==> src/rtl/fetch_queue_if.sv <==
// Fetch front-end bundle: instruction memory port, redirect/halt controls and decode handshake.
interface fetch_queue_if;
    logic        imem_req;
    logic [15:0] imem_addr;
    logic        imem_valid;
    logic [15:0] imem_instr;
    logic        redirect;
    logic [15:0] redirect_addr;
    logic        hlt;
    logic        id_valid;
    logic [15:0] id_instr;
    logic [15:0] id_pc;
    logic        id_ready;
    logic        empty;
    logic        full;

    modport master (
        output imem_req, imem_addr, id_valid, id_instr, id_pc, empty, full,
        input  imem_valid, imem_instr, redirect, redirect_addr, hlt, id_ready
    );

    modport slave (
        input  imem_req, imem_addr, id_valid, id_instr, id_pc, empty, full,
        output imem_valid, imem_instr, redirect, redirect_addr, hlt, id_ready
    );
endinterface

==> src/rtl/fetch_queue.sv <==
// Sequential instruction fetch with a single outstanding memory request, feeding a small
// FIFO that the decoder drains. Redirect flushes the FIFO and squashes any in-flight response.
module fetch_queue #(
    parameter int          DEPTH      = 4,
    parameter logic [15:0] RESET_ADDR = 16'h0000
) (
    input logic           clk,
    input logic           rst,
    fetch_queue_if.master bus
);
    localparam int            PW        = $clog2(DEPTH);
    localparam logic [PW:0]   DEPTH_CNT = (PW+1)'(DEPTH);
    localparam logic [PW+1:0] DEPTH_OCC = (PW+2)'(DEPTH);

    typedef enum logic [1:0] {FETCH, WAIT, SQUASH} state_t;

    state_t        state, state_nxt;
    logic [15:0]   fetch_pc, req_pc;
    logic [15:0]   buf_instr [DEPTH];
    logic [15:0]   buf_pc    [DEPTH];
    logic [PW-1:0] rd_ptr, wr_ptr;
    logic [PW:0]   count;
    logic [PW+1:0] occupancy;
    logic          space, req, push, pop, head_valid;

    // A request in flight (even a squashed one) holds a reserved slot.
    assign occupancy  = {1'b0, count} + {{(PW+1){1'b0}}, state != FETCH};
    assign space      = occupancy < DEPTH_OCC;
    assign head_valid = count != '0;
    assign pop        = head_valid && bus.id_ready;

    always_comb begin
        state_nxt = state;
        req       = 1'b0;
        push      = 1'b0;
        unique case (state)
            FETCH: begin
                req = space && !bus.hlt && !bus.redirect && !rst;
                if (req) state_nxt = WAIT;
            end
            WAIT: begin
                if (bus.imem_valid) begin
                    state_nxt = FETCH;
                    push      = !bus.redirect;
                end else if (bus.redirect) begin
                    state_nxt = SQUASH;
                end
            end
            SQUASH: begin
                if (bus.imem_valid) state_nxt = FETCH;
            end
            default: state_nxt = FETCH;
        endcase
    end

    always_ff @(posedge clk) begin
        if (rst) begin
            state    <= FETCH;
            fetch_pc <= RESET_ADDR;
            req_pc   <= RESET_ADDR;
            rd_ptr   <= '0;
            wr_ptr   <= '0;
            count    <= '0;
        end else begin
            state <= state_nxt;
            if (bus.redirect) begin
                fetch_pc <= bus.redirect_addr;
                rd_ptr   <= '0;
                wr_ptr   <= '0;
                count    <= '0;
            end else begin
                if (req) begin
                    req_pc   <= fetch_pc;
                    fetch_pc <= fetch_pc + 16'd1;
                end
                if (push) wr_ptr <= wr_ptr + 1'b1;
                if (pop)  rd_ptr <= rd_ptr + 1'b1;
                count <= count + {{PW{1'b0}}, push} - {{PW{1'b0}}, pop};
            end
        end
    end

    // Storage needs no reset; head data is ignored while the queue is empty.
    always_ff @(posedge clk) begin
        if (push && !rst) begin
            buf_instr[wr_ptr] <= bus.imem_instr;
            buf_pc[wr_ptr]    <= req_pc;
        end
    end

    assign bus.imem_req  = req;
    assign bus.imem_addr = fetch_pc;
    assign bus.id_valid  = head_valid;
    assign bus.id_instr  = buf_instr[rd_ptr];
    assign bus.id_pc     = buf_pc[rd_ptr];
    assign bus.empty     = count == '0;
    assign bus.full      = count == DEPTH_CNT;
endmodule

==> src/flat_wrapper.sv <==
// flat-port wrapper written by rule: the top's interface ports become plain ports
module fetch_queue_flat 
#(
    parameter int          DEPTH      = 4,
    parameter logic [15:0] RESET_ADDR = 16'h0000
)
  (clk, rst, bus_imem_req, bus_imem_addr, bus_id_valid, bus_id_instr, bus_id_pc, bus_empty, bus_full, bus_imem_valid, bus_imem_instr, bus_redirect, bus_redirect_addr, bus_hlt, bus_id_ready);
  fetch_queue_if bus_i ();
  input logic clk;
  input logic rst;
  output wire logic [$bits(bus_i.imem_req)-1:0] bus_imem_req;
  output wire logic [$bits(bus_i.imem_addr)-1:0] bus_imem_addr;
  output wire logic [$bits(bus_i.id_valid)-1:0] bus_id_valid;
  output wire logic [$bits(bus_i.id_instr)-1:0] bus_id_instr;
  output wire logic [$bits(bus_i.id_pc)-1:0] bus_id_pc;
  output wire logic [$bits(bus_i.empty)-1:0] bus_empty;
  output wire logic [$bits(bus_i.full)-1:0] bus_full;
  input wire logic [$bits(bus_i.imem_valid)-1:0] bus_imem_valid;
  input wire logic [$bits(bus_i.imem_instr)-1:0] bus_imem_instr;
  input wire logic [$bits(bus_i.redirect)-1:0] bus_redirect;
  input wire logic [$bits(bus_i.redirect_addr)-1:0] bus_redirect_addr;
  input wire logic [$bits(bus_i.hlt)-1:0] bus_hlt;
  input wire logic [$bits(bus_i.id_ready)-1:0] bus_id_ready;
  assign bus_imem_req = bus_i.imem_req;
  assign bus_imem_addr = bus_i.imem_addr;
  assign bus_id_valid = bus_i.id_valid;
  assign bus_id_instr = bus_i.id_instr;
  assign bus_id_pc = bus_i.id_pc;
  assign bus_empty = bus_i.empty;
  assign bus_full = bus_i.full;
  assign bus_i.imem_valid = bus_imem_valid;
  assign bus_i.imem_instr = bus_imem_instr;
  assign bus_i.redirect = bus_redirect;
  assign bus_i.redirect_addr = bus_redirect_addr;
  assign bus_i.hlt = bus_hlt;
  assign bus_i.id_ready = bus_id_ready;
  fetch_queue #(.DEPTH(DEPTH), .RESET_ADDR(RESET_ADDR)) u_core (.clk(clk), .rst(rst), .bus(bus_i));
endmodule
==> config.mk <==
export PLATFORM = sky130hd
export DESIGN_NAME = fetch_queue_flat
export DESIGN_NICKNAME = d
export VERILOG_FILES = /design/src/rtl/fetch_queue_if.sv /design/src/rtl/fetch_queue.sv /design/src/flat_wrapper.sv
export SDC_FILE = /design/constraint.sdc
export NUM_CORES = 1
export LEC_CHECK = 0
export ABC_AREA = 1
export CORE_ASPECT_RATIO = 0.8
export CORE_UTILIZATION = 43
export DETAILED_ROUTE_END_ITERATION = 16
export PLACE_DENSITY_LB_ADDON = 0.12
export SKIP_CTS_REPAIR_TIMING = 1
export SLEW_MARGIN = 30
export SYNTH_ARGS = -nofsm -noshare
export SYNTH_HDL_FRONTEND = slang
export SYNTH_SLANG_ARGS = --single-unit
export TNS_END_PERCENT = 50
==> constraint.sdc <==
create_clock -name clk -period 7.5 [get_ports clk]
set_input_delay 0.75 -clock clk [delete_from_list [all_inputs] [get_ports clk]]
set_output_delay 0.75 -clock clk [all_outputs]
set_load 0.05 [all_outputs]
==> Word level (Yosys, flattened, before mapping) <==
Memory sizes are Yosys's and may differ from the RTL's. A register that Yosys moved wholly into a read port is not among the register bits.
Index checks and enable logic that the tools add are counted.
{ "classes": {"n_addsub": 6, "n_mul": 0, "n_div": 0, "magnitude_cmp": 1, "eq_ne": 6, "shifts": 0, "mux": 16, "n_bitwise": 1, "reduce_logical": 16} }
{ "op_table": {"columns": ["cell", "count"], "rows": [
  ["16-bit two-way mux", 2],
  ["16-bit by 1-bit adder with 16-bit output (second input constant)", 1],
  ["2-bit two-way mux", 8],
  ["2-bit case mux with 3 select lines", 1],
  ["1-bit logical AND", 5],
  ["1-bit two-way mux", 5],
  ["2-bit by 1-bit adder with 2-bit output (second input constant)", 2],
  ["3-bit by 1-bit adder with 4-bit output", 1],
  ["4-bit by 3-bit less-than comparator with 1-bit output (second input constant)", 1],
  ["2-bit nonzero test", 2],
  ["3-bit by 1-bit adder with 3-bit output", 1],
  ["3-bit == test (second input constant)", 1],
  ["1-bit zero test", 3],
  ["3-bit zero test", 1],
  ["3-bit inequality test (second input constant)", 1],
  ["3-bit AND reduction", 1],
  ["3-bit nonzero test", 1],
  ["3-bit by 1-bit subtractor with 3-bit output", 1],
  ["2-bit by 1-bit == test with 1-bit output (second input constant)", 1],
  ["2-bit == test (second input constant)", 1],
  ["2-bit zero test", 1],
  ["2-bit by 1-bit inequality test with 1-bit output (second input constant)", 1],
  ["2-bit inequality test (second input constant)", 1],
  ["2-bit AND reduction", 1],
  ["2 further kinds", 2]
]} }
{ "totals": {"ff_bits": 41, "latchBits": 0, "ramBits": 128, "rom_bits": 0, "input_bits": 38, "output_inout_bits": 52, "word_cells": 54, "n_memories": 2} }
{ "memory_table": {"columns": ["memory", "depth", "word_bits", "rd", "rd_clocked_by_memory_dff", "wr", "line", "rtl"], "rows": [
  ["u_core.buf_instr", 4, 16, 1, 1, 1, "fetch_queue.sv:19", "logic [15:0] buf_instr [DEPTH];"],
  ["u_core.buf_pc", 4, 16, 1, 1, 1, "fetch_queue.sv:20", "logic [15:0] buf_pc [DEPTH];"]
]} }

==> Longest topological paths before layout <==
Gate-level depths: netlist (run 1).
{ "logic_depth": {"ltp_word": 9, "depth_mapped": 11, "mapped_depth_nobuf": 11} }

==> Least setup slack after synthesis (run 1) <==
Ideal clock, no wire load.
{ "synth_timing": {"path_type": "register -> register", "startpoint": "register u_core.count[0]", "endpoint": "register u_core.count[2]", "setup_time_ps": 114, "arrival_ps": 2884, "required_ps": 7386, "path_slack_ps": 4501, "stages_incl_launch_ff": 9, "path_buffers": 0, "synth_period_minus_slack_ps": 2999, "path_cell_list": "dfxtp_1 nor3_1 nor2_1 ha_1 inv_1 ha_1 fa_1 xor2_1 nor2_1"} }
{ "synth_via": {"elab_chain_len": 3, "elab_cells_between_ends": 4, "cone_classes": "add/sub (2); reduce/logical (2)"} }
{ "synth_lines": {"columns": ["item", "line", "rtl"], "rows": [
  ["start: declaration", "fetch_queue.sv:22", "logic [PW:0] count;"],
  ["start signal: assignment", "fetch_queue.sv:78", "count <= count + {{PW{1'b0}}, push} - {{PW{1'b0}}, pop};"],
  ["3-bit nonzero test", "fetch_queue.sv:29", "assign head_valid = count != '0;"],
  ["1-bit logical AND", "fetch_queue.sv:30", "assign pop = head_valid && bus.id_ready;"],
  ["net u_core.pop", "fetch_queue.sv:24", "logic space, req, push, pop, head_valid;"],
  ["3-bit by 1-bit subtractor with 3-bit output", "fetch_queue.sv:78", null]
]} }
The timed path passes the listed nets, and every way through them passes these cells.
A chain may end at the register's enable or synchronous reset.

==> Worst setup path after layout (run 1) <==
{ "layout_timing": {"startpoint": "input bus_redirect", "endpoint": "output bus_imem_req"} }
{ "layout_via": {"elab_chain_len": 4} }
{ "layout_lines": {"columns": ["item", "line", "rtl"], "rows": [
  ["start: declaration", "flat_wrapper.sv:20", "input wire logic [$bits(bus_i.redirect)-1:0] bus_redirect;"],
  ["1-bit zero test", "fetch_queue.sv:38", "req = space && !bus.hlt && !bus.redirect && !rst;"],
  ["1-bit logical AND (2 in a row)", "fetch_queue.sv:38", null],
  ["1-bit two-way mux", "fetch_queue.sv:36", "unique case (state)"],
  ["end: declaration", "flat_wrapper.sv:11", "output wire logic [$bits(bus_i.imem_req)-1:0] bus_imem_req;"]
]} }
No other way between the ends.

==> results by group, run 1 <==
Pwr
  • Logic pwr share: 5.5%
  • NetSw: 433 µW
  • Pleak: 0.00305 µW
  • Pwr dens: 229 nW/µm²
  • Pint: 1590 µW
  • Overall power: 2020 µW
  • Peak supply drop: 0.000155 V
  • Clock Power Share: 43.0%
  • Sequential share of power: 51.5%
  • Switching part of the total: 21.4%

GRT
  • First-pass GRT wire length: 24500 µm
  • Vias in the first global route: 4809
  • Overflow after GRT: 0
  • GRT Overall Usage: 19.7%
  • Antenna violations before repair: 0
  • Pin count of the biggest net entering global routing: 66

Placed design
  • DP HPWL: 9630 µm
  • Placed cell area: 8220 µm²
  • Post-Place Worst Slack: 2.89 ns
  • Placer Congestion: 0.833
  • # port buffers: 89

Synth
  • Syn Inst Count: 644
  • Count leader, synth: edfxtp_1
  • Synth Register Bits: 171
  • Dominant cell type by area after synthesis: edfxtp_1
  • Synth Warn #: 0
  • Ys flop type: edfxtp_1
  • Syn_nets: 691
  • Ranking of synthesized cells by area: edfxtp_1 55%, dfxtp_1 12%, o21ai_0 5.9%, nor2_1 5.6%, nand2_1 4.4%
  • Synth top area share: 55.0%
  • Sequential fraction of the synthesis area: 67.3%
  • EDFF count, synth: 128
  • Commonest cells in the netlist: 128 x edfxtp_1, 104 x nor2_1, 82 x nand2_1, 82 x o21ai_0, 43 x dfxtp_1
  • Cell variety after synth: 32
  • Post-synthesis cell area: 6990 µm²
  • Fraction of registers with async set/reset: 0%
  • Mean Syn Cell Area: 10.9 µm²

Finish
  • Final-stage net count: 777
  • Fill count: 1325
  • Share of layout cells above drive strength 1: 7.81%
  • Fin area: 8800 µm²
  • Utilization after layout: 55.5%
  • Area grow syn2layout: 25.9%
  • Antenna Cells: 0

Clock network
  • Clock tree buffer depth: 2
  • CTS clk-pin slew, worst paths: 0.06 ns
  • H-tree Lvls: 4
  • CTS Root Cell: clkbuf_16
  • Cts bufs inserted: 17
  • Worst-Skew Late Latency: 0.42 ns
  • CTS sink cnt: 171
  • CTS tree: done

Critical path
  • Worst path max stage delay: 0.91 ns
  • Crit end category: primary output
  • Worst path bufs/invs: 4
  • Worst path depth: 9
  • Crit Path Class: in -> out
  • Critical path's slowest cell: clkdlybuf4s50_1
  • Critical Path AT: 3.85 ns
  • Crit path max-delay family: buffers and inverters
  • FF-to-FF path depth: 8
  • CP required: 6.75 ns
  • Startpoint class of the critical path: primary input
  • Worst-path maximum fanout: 27
  • Crit-path cells: clkdlybuf4s50_1 > inv_2 > nand2_2 > nor2_1 > nand2_1 > inv_2 > nand3_4 > nor2_8 > clkdlybuf4s50_1

Worst hold path
  • Min-Delay Path Class: reg -> reg
  • WHS Path Cells: 2

Routing
  • Vias: 4929
  • Initial DRT Pass Iterations: 5
  • Routed len/inst: 16.2 µm
  • Initial drt markers: 315
  • Drt drc: 0
  • DR vias/cell: 5.15
  • DRT antenna net count: 0
  • Total Wirelength: 15500 µm

Timing
  • Setup-failing EPs final: 0
  • Setup ws final: 2.90 ns
  • Slew Viols, Final: 0
  • Fin crit period: 4.60 ns
  • Worst rel slew slack: 42.9%
  • Tightest Pin Transition: 0.854 ns
  • Setup_tns: 0 ns
  • Fin crit share: 61.3%
  • Final clock skew: 0.0108 ns
  • Final Hold Viols: 0
  • RSZ-0062 raised after global routing: no
  • Highest achievable clock rate: 217 MHz

Die
  • Die span in y: 116 µm
  • Core ar.: 15900 µm²
  • Top Ports: 90
  • Row count: 41
  • DIE WIDTH: 145 µm
  • Die area: 16800 µm²
  • Starting Density: 44.1%

Outcome
  • Outcome: complete, no violations

Run
  • Max Cap Viol: 0
[cells in the final DEF (no fill, tap or decap), types with 4 or more instances in the layout]
| cell | count |
|---|---|
| inv_1 | 34 |
| clkdlybuf4s50_1 | 89 |
| nand4_1 | 6 |
| nand3_1 | 26 |
| buf_16 | 5 |
| o22ai_1 | 32 |
| nor2_1 | 100 |
| inv_2 | 6 |
| ha_1 | 8 |
| nand2_1 | 82 |
| clkinv_1 | 4 |
| o21ai_1 | 7 |
| a21oi_1 | 31 |
| dfxtp_1 | 42 |
| xor2_1 | 6 |
| edfxtp_1 | 128 |
| clkbuf_16 | 17 |
| o21ai_0 | 82 |
| nor2_4 | 4 |
[layer usage]
layer	routed length (µm)	track usage [%]
met3	953	5.08
met5	0	0
met1	7320	27.2
met2	7100	30.5
met4	141	6.39
[final cells by class]
cell class | instances | area, µm² | area share (%)
inverter | 41 | 154 | 1.75
multi-input combinational | 401 | 2030 | 23.0
clock buffer | 19 | 433 | 4.92
sequential | 171 | 4710 | 53.4
timing repair buffer | 98 | 1070 | 12.1
clock inverter | 13 | 149 | 1.69
tap | 215 | 269 | 3.06
[worst register-to-register path: stages, from the launching register on]
cell     delay [ns]
dfxtp_1        0.34
inv_2          0.06
nor2_1         0.13
nand2_1        0.13
nor2_1         0.29
nand2_1        0.31
nor2_4         0.44
buf_16         0.21
buf_8          0.16
[power groups by stage]
stage               clock, µW  sequential, µW  combinational, µW
detailed placement          0            1060                109
global route              921            1040                120
CTS                       885            1040                111
global placement            0            1060                108
finish                    870            1040                110
floorplan                   0            1070               45.6
[worst paths after layout]
check                                 from                              to  slack [ns]
max                           bus_redirect                    bus_imem_req        2.90
min reg2reg  u_core.rd_ptr[1]$_SDFFE_PP0P_   u_core.rd_ptr[1]$_SDFFE_PP0P_        0.48
min          u_core.rd_ptr[1]$_SDFFE_PP0P_   u_core.rd_ptr[1]$_SDFFE_PP0P_        0.48
max reg2reg   u_core.state[0]$_SDFFE_PP0P_  u_core.buf_pc[2][12]$_DFFE_PP_        5.12
[stage by stage]
stage               hold WS, ns  instances
CTS                       0.471        958
global placement          0.449        920
finish                    0.476        958
detailed placement        0.460        926
global route              0.512        958
floorplan                 0.436        644
[kinds of logic after synthesis]
group           synth area share, %
compound gates                 11.9
xor+xnor                      0.877
fa+ha+maj                      1.72
buf+inv                        4.13
flops                          67.3
simple gates                   14.1
[sequential cells by signal, summed over array words and instances, names as in the netlist, named ones only]
register / count
u_core.bus.imem_addr: 16
u_core.count: 3
u_core.buf_pc: 64
u_core.state: 2
u_core.buf_instr: 64
u_core.rd_ptr: 2
u_core.req_pc: 16
u_core.wr_ptr: 2
(Power assumes the default switching activity.)
==> run 2, diff against run 1 <==
clock period = 4.3 ns   (was 7.5 ns; I/O delays follow)
==> run 2 against run 1 <==
Effect of this change: clock skew down 0.0056 ns; critical path type unchanged; sequential power rose by 74%; routed wire length is 1.8% lower; critical path depth unchanged; die area is the same; global-route usage fell by 0.58 points; combinational power increased by 75%; highest routed layer unchanged; non-clock buffer count unchanged; clock power up 68%; core utilization shrank 1.3 points; first-iteration DRC count decreased by 0.32%; total power up 71%.
==> results by group, run 2 (same netlist as run 1, synthesis figures left out) <==
Critical path
  • Startpoint class of the critical path: primary input (unchanged)
  • Crit path max-delay family: buffers and inverters (unchanged)
  • Critical Path AT: 2.91 ns (was 3.85 ns)
  • Worst path max stage delay: 0.88 ns (was 0.91 ns)
  • CP required: 3.87 ns (was 6.75 ns)
  • Reg-to-reg endpoint: u_core.buf_pc[2][9]$_DFFE_PP_ (was u_core.buf_pc[2][12]$_DFFE_PP_)
  • FF-to-FF path depth: 7 (was 8)
  • Crit Path Class: in -> out (unchanged)
  • Critical path's slowest cell: clkdlybuf4s50_1 (unchanged)
  • Critical Path End: bus_imem_req (unchanged)
  • Crit. Startpoint: bus_redirect (unchanged)
  • Crit-path cells: clkdlybuf4s50_1 > inv_2 > nand2_2 > nor2_1 > nand2_1 > inv_2 > nand3_4 > nor2_8 > clkdlybuf4s50_1 (unchanged)
  • Reg-to-reg slack, setup: 1.85 ns (was 5.12 ns)
  • Worst-path maximum fanout: 27 (unchanged)
  • Crit end category: primary output (unchanged)
  • Reg2reg start: u_core.state[0]$_SDFFE_PP0P_ (unchanged)
  • Worst path depth: 9 (unchanged)
  • Worst path bufs/invs: 4 (unchanged)

Timing
  • Setup ws final: 0.963 ns (was 2.90 ns)
  • Setup_tns: 0 ns (unchanged)
  • Setup-failing EPs final: 0 (unchanged)
  • Slew Viols, Final: 0 (unchanged)
  • RSZ-0062 raised after global routing: no (unchanged)
  • Highest achievable clock rate: 300 MHz
  • Fin crit period: 3.34 ns
  • Fin crit share: 77.6%
  • Tightest Pin Transition: 1.00 ns (was 0.854 ns)
  • Worst rel slew slack: 33.3% (was 42.9%)
  • Final Hold Viols: 0 (unchanged)
  • Final clock skew: 0.00520 ns (was 0.0108 ns)

Die
  • Core ar.: 15900 µm² (unchanged)
  • DIE WIDTH: 145 µm (unchanged)
  • Die span in y: 116 µm (unchanged)
  • Starting Density: 44.1% (unchanged)
  • Die area: 16800 µm² (unchanged)
  • Row count: 41 (unchanged)
  • Top Ports: 90 (unchanged)

Pwr
  • NetSw: 754 µW (was 433 µW)
  • Sequential share of power: 52.4% (was 51.5%)
  • Switching part of the total: 21.8% (was 21.4%)
  • Logic pwr share: 5.5% (about the same)
  • Clock Power Share: 42.1% (was 43.0%)
  • Pwr dens: 403 nW/µm² (was 229 nW/µm²)
  • Peak supply drop: 0.000219 V (was 0.000155 V)
  • Overall power: 3460 µW (was 2020 µW)
  • Pleak: 0.00304 µW (was 0.00305 µW)
  • Pint: 2710 µW (was 1590 µW)

Routing
  • Drt drc: 0 (unchanged)
  • DR vias/cell: 5.14 (was 5.15)
  • Routed len/inst: 15.9 µm (was 16.2 µm)
  • DRT antenna net count: 0 (unchanged)
  • Total Wirelength: 15200 µm (was 15500 µm)
  • Vias: 4923 (was 4929)
  • Initial DRT Pass Iterations: 7 (was 5)
  • Met2 WL post-DR: 6720 µm (was 7100 µm)
  • Initial drt markers: 314 (was 315)
  • Routed wl met3: 852 µm (was 953 µm)
  • WL met1: 7570 µm (was 7320 µm)
  • Top Layer Used: met4 (unchanged)

Clock network
  • Clock tree buffer depth: 2 (unchanged)
  • Cts bufs inserted: 17 (unchanged)
  • Worst-Skew Late Latency: 0.42 ns (about the same)
  • CTS tree: done (unchanged)
  • H-tree Lvls: 4 (unchanged)
  • CTS clk-pin slew, worst paths: 0.06 ns (about the same)
  • CTS sink cnt: 171 (unchanged)
  • CTS Root Cell: clkbuf_16 (unchanged)

Finish
  • Most common library cell in the layout ignoring fill and taps: edfxtp_1 (unchanged)
  • Share of layout cells above drive strength 1: 12.1% (was 7.81%)
  • Antenna Cells: 0 (unchanged)
  • Commonest cells after routing, fill and taps aside: 128 x edfxtp_1, 100 x nor2_1, 82 x nand2_1, 82 x o21ai_0, 57 x clkdlybuf4s50_1 (was 128 x edfxtp_1, 100 x nor2_1, 89 x clkdlybuf4s50_1, 82 x nand2_1, 82 x o21ai_0)
  • Final-stage net count: 777 (unchanged)
  • Area grow syn2layout: 22.9% (was 25.9%)
  • Biggest regs: u_core.buf_instr (64), u_core.buf_pc (64) (unchanged)

Placed design
  • Post-Place Worst Slack: 0.947 ns (was 2.89 ns)
  • Placer Congestion: 0.819 (was 0.833)
  • DP HPWL: 9480 µm (was 9630 µm)
  • # port buffers: 89 (unchanged)

Run
  • Max Cap Viol: 0 (unchanged)

GRT
  • Antenna violations before repair: 0 (unchanged)
  • Overflow after GRT: 0 (unchanged)
  • GRT Overall Usage: 19.1% (was 19.7%)
  • Vias in the first global route: 4634 (was 4809)
  • Pin count of the biggest net entering global routing: 65 (was 66)
  • First-pass GRT wire length: 24100 µm (was 24500 µm)

Outcome
  • Outcome: complete, no violations (unchanged)

Worst hold path
  • Min-Delay Path Class: reg -> reg (unchanged)
run 2: worst min path at each step:
| stage | from | endpoint | slack (ns) | cells past startpoint |
|---|---|---|---|---|
| after floorplan | u_core.rd_ptr[1]$_SDFFE_PP0P_ | register | 0.44 | 2 |
| final | u_core.rd_ptr[1]$_SDFFE_PP0P_ | u_core.rd_ptr[1]$_SDFFE_PP0P_ | 0.47 | 2 |
| after CTS | u_core.rd_ptr[1]$_SDFFE_PP0P_ | u_core.rd_ptr[1]$_SDFFE_PP0P_ | 0.47 | 2 |
| after detailed placement | u_core.rd_ptr[1]$_SDFFE_PP0P_ | register | 0.46 | 2 |
| after global placement | u_core.rd_ptr[1]$_SDFFE_PP0P_ | u_core.rd_ptr[1]$_SDFFE_PP0P_ | 0.45 | 2 |
| after global routing | u_core.rd_ptr[1]$_SDFFE_PP0P_ | u_core.rd_ptr[1]$_SDFFE_PP0P_ | 0.48 | 2 |
run 2: worst reg2reg max path: cells and delay by family (launching register included):
family | cells | cell delay (ns)
and+or+nand+nor | 5 | 1.36
DFF | 1 | 0.36
buffers and inverters | 2 | 0.43
run 2: routing by layer:
layer	track usage (%)	up-vias
met4	5.26	0
met1	26.7	2343
met2	29.7	150
met5	0	-
met3	4.88	6
li1	-	2424
run 2: power by group through the flow:
stage	Clock [µW]	Sequential, µW	Combinational (µW)
after global placement	0	1850	189
after CTS	1480	1810	193
after floorplan	0	1870	79.4
final	1460	1810	192
after global routing	1560	1820	208
after detailed placement	0	1850	191
run 2: through the flow:
stage / utilization (%) / std cells / hold slack, ns / cell area, µm²
after CTS: 54.2 / 958 / 0.467 / 8600
final: 54.2 / 958 / 0.469 / 8600
after global placement: 50.7 / 926 / 0.451 / 8040
after detailed placement: 50.7 / 926 / 0.457 / 8040
after global routing: 54.2 / 958 / 0.484 / 8600
after floorplan: - / 644 / 0.436 / 6990
run 2: cell type report:
cell class              instances  area [µm²]
clock inverters                13         126
flip-flops and latches        171        4710
multi-input cells             401        2030
fillers                      1356        7260
clock buffers                  19         433
inverters                      41         155
well taps                     215         269
repair buffers                 98         878
==> edit: new RTL, settings of run 2 <==
`DEPTH` is set to 4 in 2 places; all go to 2.
--- a/src/rtl/fetch_queue.sv
+++ b/src/rtl/fetch_queue.sv
@@ -2,5 +2,5 @@
 // FIFO that the decoder drains. Redirect flushes the FIFO and squashes any in-flight response.
 module fetch_queue #(
-    parameter int          DEPTH      = 4,
+    parameter int          DEPTH      = 2,
     parameter logic [15:0] RESET_ADDR = 16'h0000
 ) (
--- a/src/flat_wrapper.sv
+++ b/src/flat_wrapper.sv
@@ -2,5 +2,5 @@
 module fetch_queue_flat 
 #(
-    parameter int          DEPTH      = 4,
+    parameter int          DEPTH      = 2,
     parameter logic [15:0] RESET_ADDR = 16'h0000
 )
Check against the original RTL: not equivalent (Yosys sat finds a counterexample within 10 cycles, from zero or initial values and one cycle with rst high).
==> edit against run 2 <==
- die area down 39%
- register-to-register slack gained 0.65 ns
- combinational power down 14%
- setup slack gained 0.48 ns
- sequential power shrank 40%
- cell area fell by 35%
- power fell by 41%
- area after synthesis is 39% lower
- synthesized cell count decreased by 39%
- final cell count shrank 37%
- sequential cell count shrank 68
- first-iteration DRC count down 34%
- wire length shrank 44%
- largest cell class unchanged
==> edit: results (changes against run 2) <==
path_clk_slew_ns: 0.07
vias: 3034  # -38%
peakVddDrop_mv: 0.209  # -4.9%
htreeDepth: 3  # -1
outcome: "finished, final reports clean"
reg.largest.list: "u_core.buf_instr x32, u_core.buf_pc x32"
clk_latency_ns: 0.34  # -0.08 ns
hold_start: "u_core.req_pc[13]"
drt-initial-drc-count: 206  # -34%
fin_nets: 523  # -33%
regToRegStartpoint: "u_core.count[1]"
crit_fanout: 23  # -15%
grt_pass1_vias: 2935  # -37%
synth_area_leaders: "edfxtp_1, dfxtp_1, mux2_2, nand2_1, inv_1"
drive_gt1_frac: 0.126  # +0.00438
first_pass_iters: 5  # -2
leakage_nw: 2.03  # -33%
synth_edf_count: 64  # -50%
routed_via_density: 5.01  # -2.4%
synth_cell_types: 28  # -13%
cap_violations: 0  # unchanged
synthesis.nets: 431  # -38%
critPathLaunchType: "register"
hpwlAfterDp_microns: 5710  # -40%
netlist_top_cells_count: "nand2_1, edfxtp_1, inv_1, dfxtp_1, a21oi_1"
dp.cells: 590  # -36%
hold_path_class: "reg -> reg"
gp_congestion: 0.790  # -3.5%
grt_max_degree: 36  # -45%
gr-usage-all-layers: 0.176  # -0.0151
clock_skew_ns: 0.0128  # +0.00764 ns
ys_seq_area_frac: 0.635  # -0.0378
wl_per_cell_microns: 14.0  # -12%
syn_inst: 390  # -39%
grt_pass1_wl_microns: 14100  # -41%
## edit: cell count changes in the layout (fill, tap and decap cells not counted), moves of 8 or more
| cell | before | now |
|---|---|---|
| o22ai_1 | 32 | 0 |
| clkbuf_16 | 17 | 9 |
| nand2_1 | 82 | 66 |
| clkdlybuf4s50_1 | 57 | 89 |
| inv_1 | 35 | 43 |
| mux2_2 | 0 | 31 |
| o21ai_0 | 82 | 18 |
| edfxtp_1 | 128 | 64 |
| nor2_1 | 100 | 27 |
| buf_4 | 41 | 6 |
## edit: metal layers
metal  vias to the layer above  part of all wire  GRT usage
li1                       1519                 -          -
met1                      1413              0.49      0.248
met2                        95              0.44      0.268
met3                         7             0.064     0.0487
met4                         0             0.010     0.0461
met5                         -                 0          0
## edit: final cells by class
type	count	area [sq um]
timing repair buffer	95	936
inverter	44	166
tap	119	149
clock inverter	6	75.1
fill	825	4040
clock buffer	9	225
multi-input combinational	229	1310
sequential	103	2700
## edit: final timing paths
check / slack [ns] / cells after the start / endpoint
setup reg to reg: 2.50 / 10 / u_core.count[1]
setup / recovery: 1.45 / 3 / bus_id_pc[7]
hold reg to reg: 0.45 / 0 / u_core.buf_pc[0][13]
hold / removal: 0.45 / 0 / u_core.buf_pc[0][13]
## edit: where the power goes
group	internal (mW)	switching, mW	total [mW]
Sequential	1.06	0.0192	1.08
Combinational	0.0687	0.0961	0.165
Clock	0.457	0.357	0.814
## edit: through the flow
| stage | utilization | instance area, sq um | setup WS [ns] | total power, mW |
|---|---|---|---|---|
| floorplan | - | 4260 | 0.928 | 1.19 |
| global placement | 0.548 | 5270 | 1.52 | 1.26 |
| detailed placement | 0.548 | 5270 | 1.50 | 1.27 |
| CTS | 0.579 | 5570 | 1.38 | 2.08 |
| global route | 0.579 | 5570 | 1.30 | 2.13 |
| finish | 0.579 | 5570 | 1.45 | 2.06 |
## edit: cells by family after synthesis
kind of cell	after synthesis	share of synthesized area
XOR/XNOR	1	0.00206
flip-flops	103	0.635
adder cells (fa/ha/maj)	3	0.00882
buffers and inverters	58	0.0588
AND/OR/NAND/NOR	128	0.131
multiplexers	32	0.0847
AO/OA/AOI/OAI	65	0.0797
## edit: critical path, stage by stage (launching register included)
cell and delay [ns]:
dfxtp_1 0.58, buf_4 0.39, mux2_2 0.38, clkdlybuf4s50_1 0.73
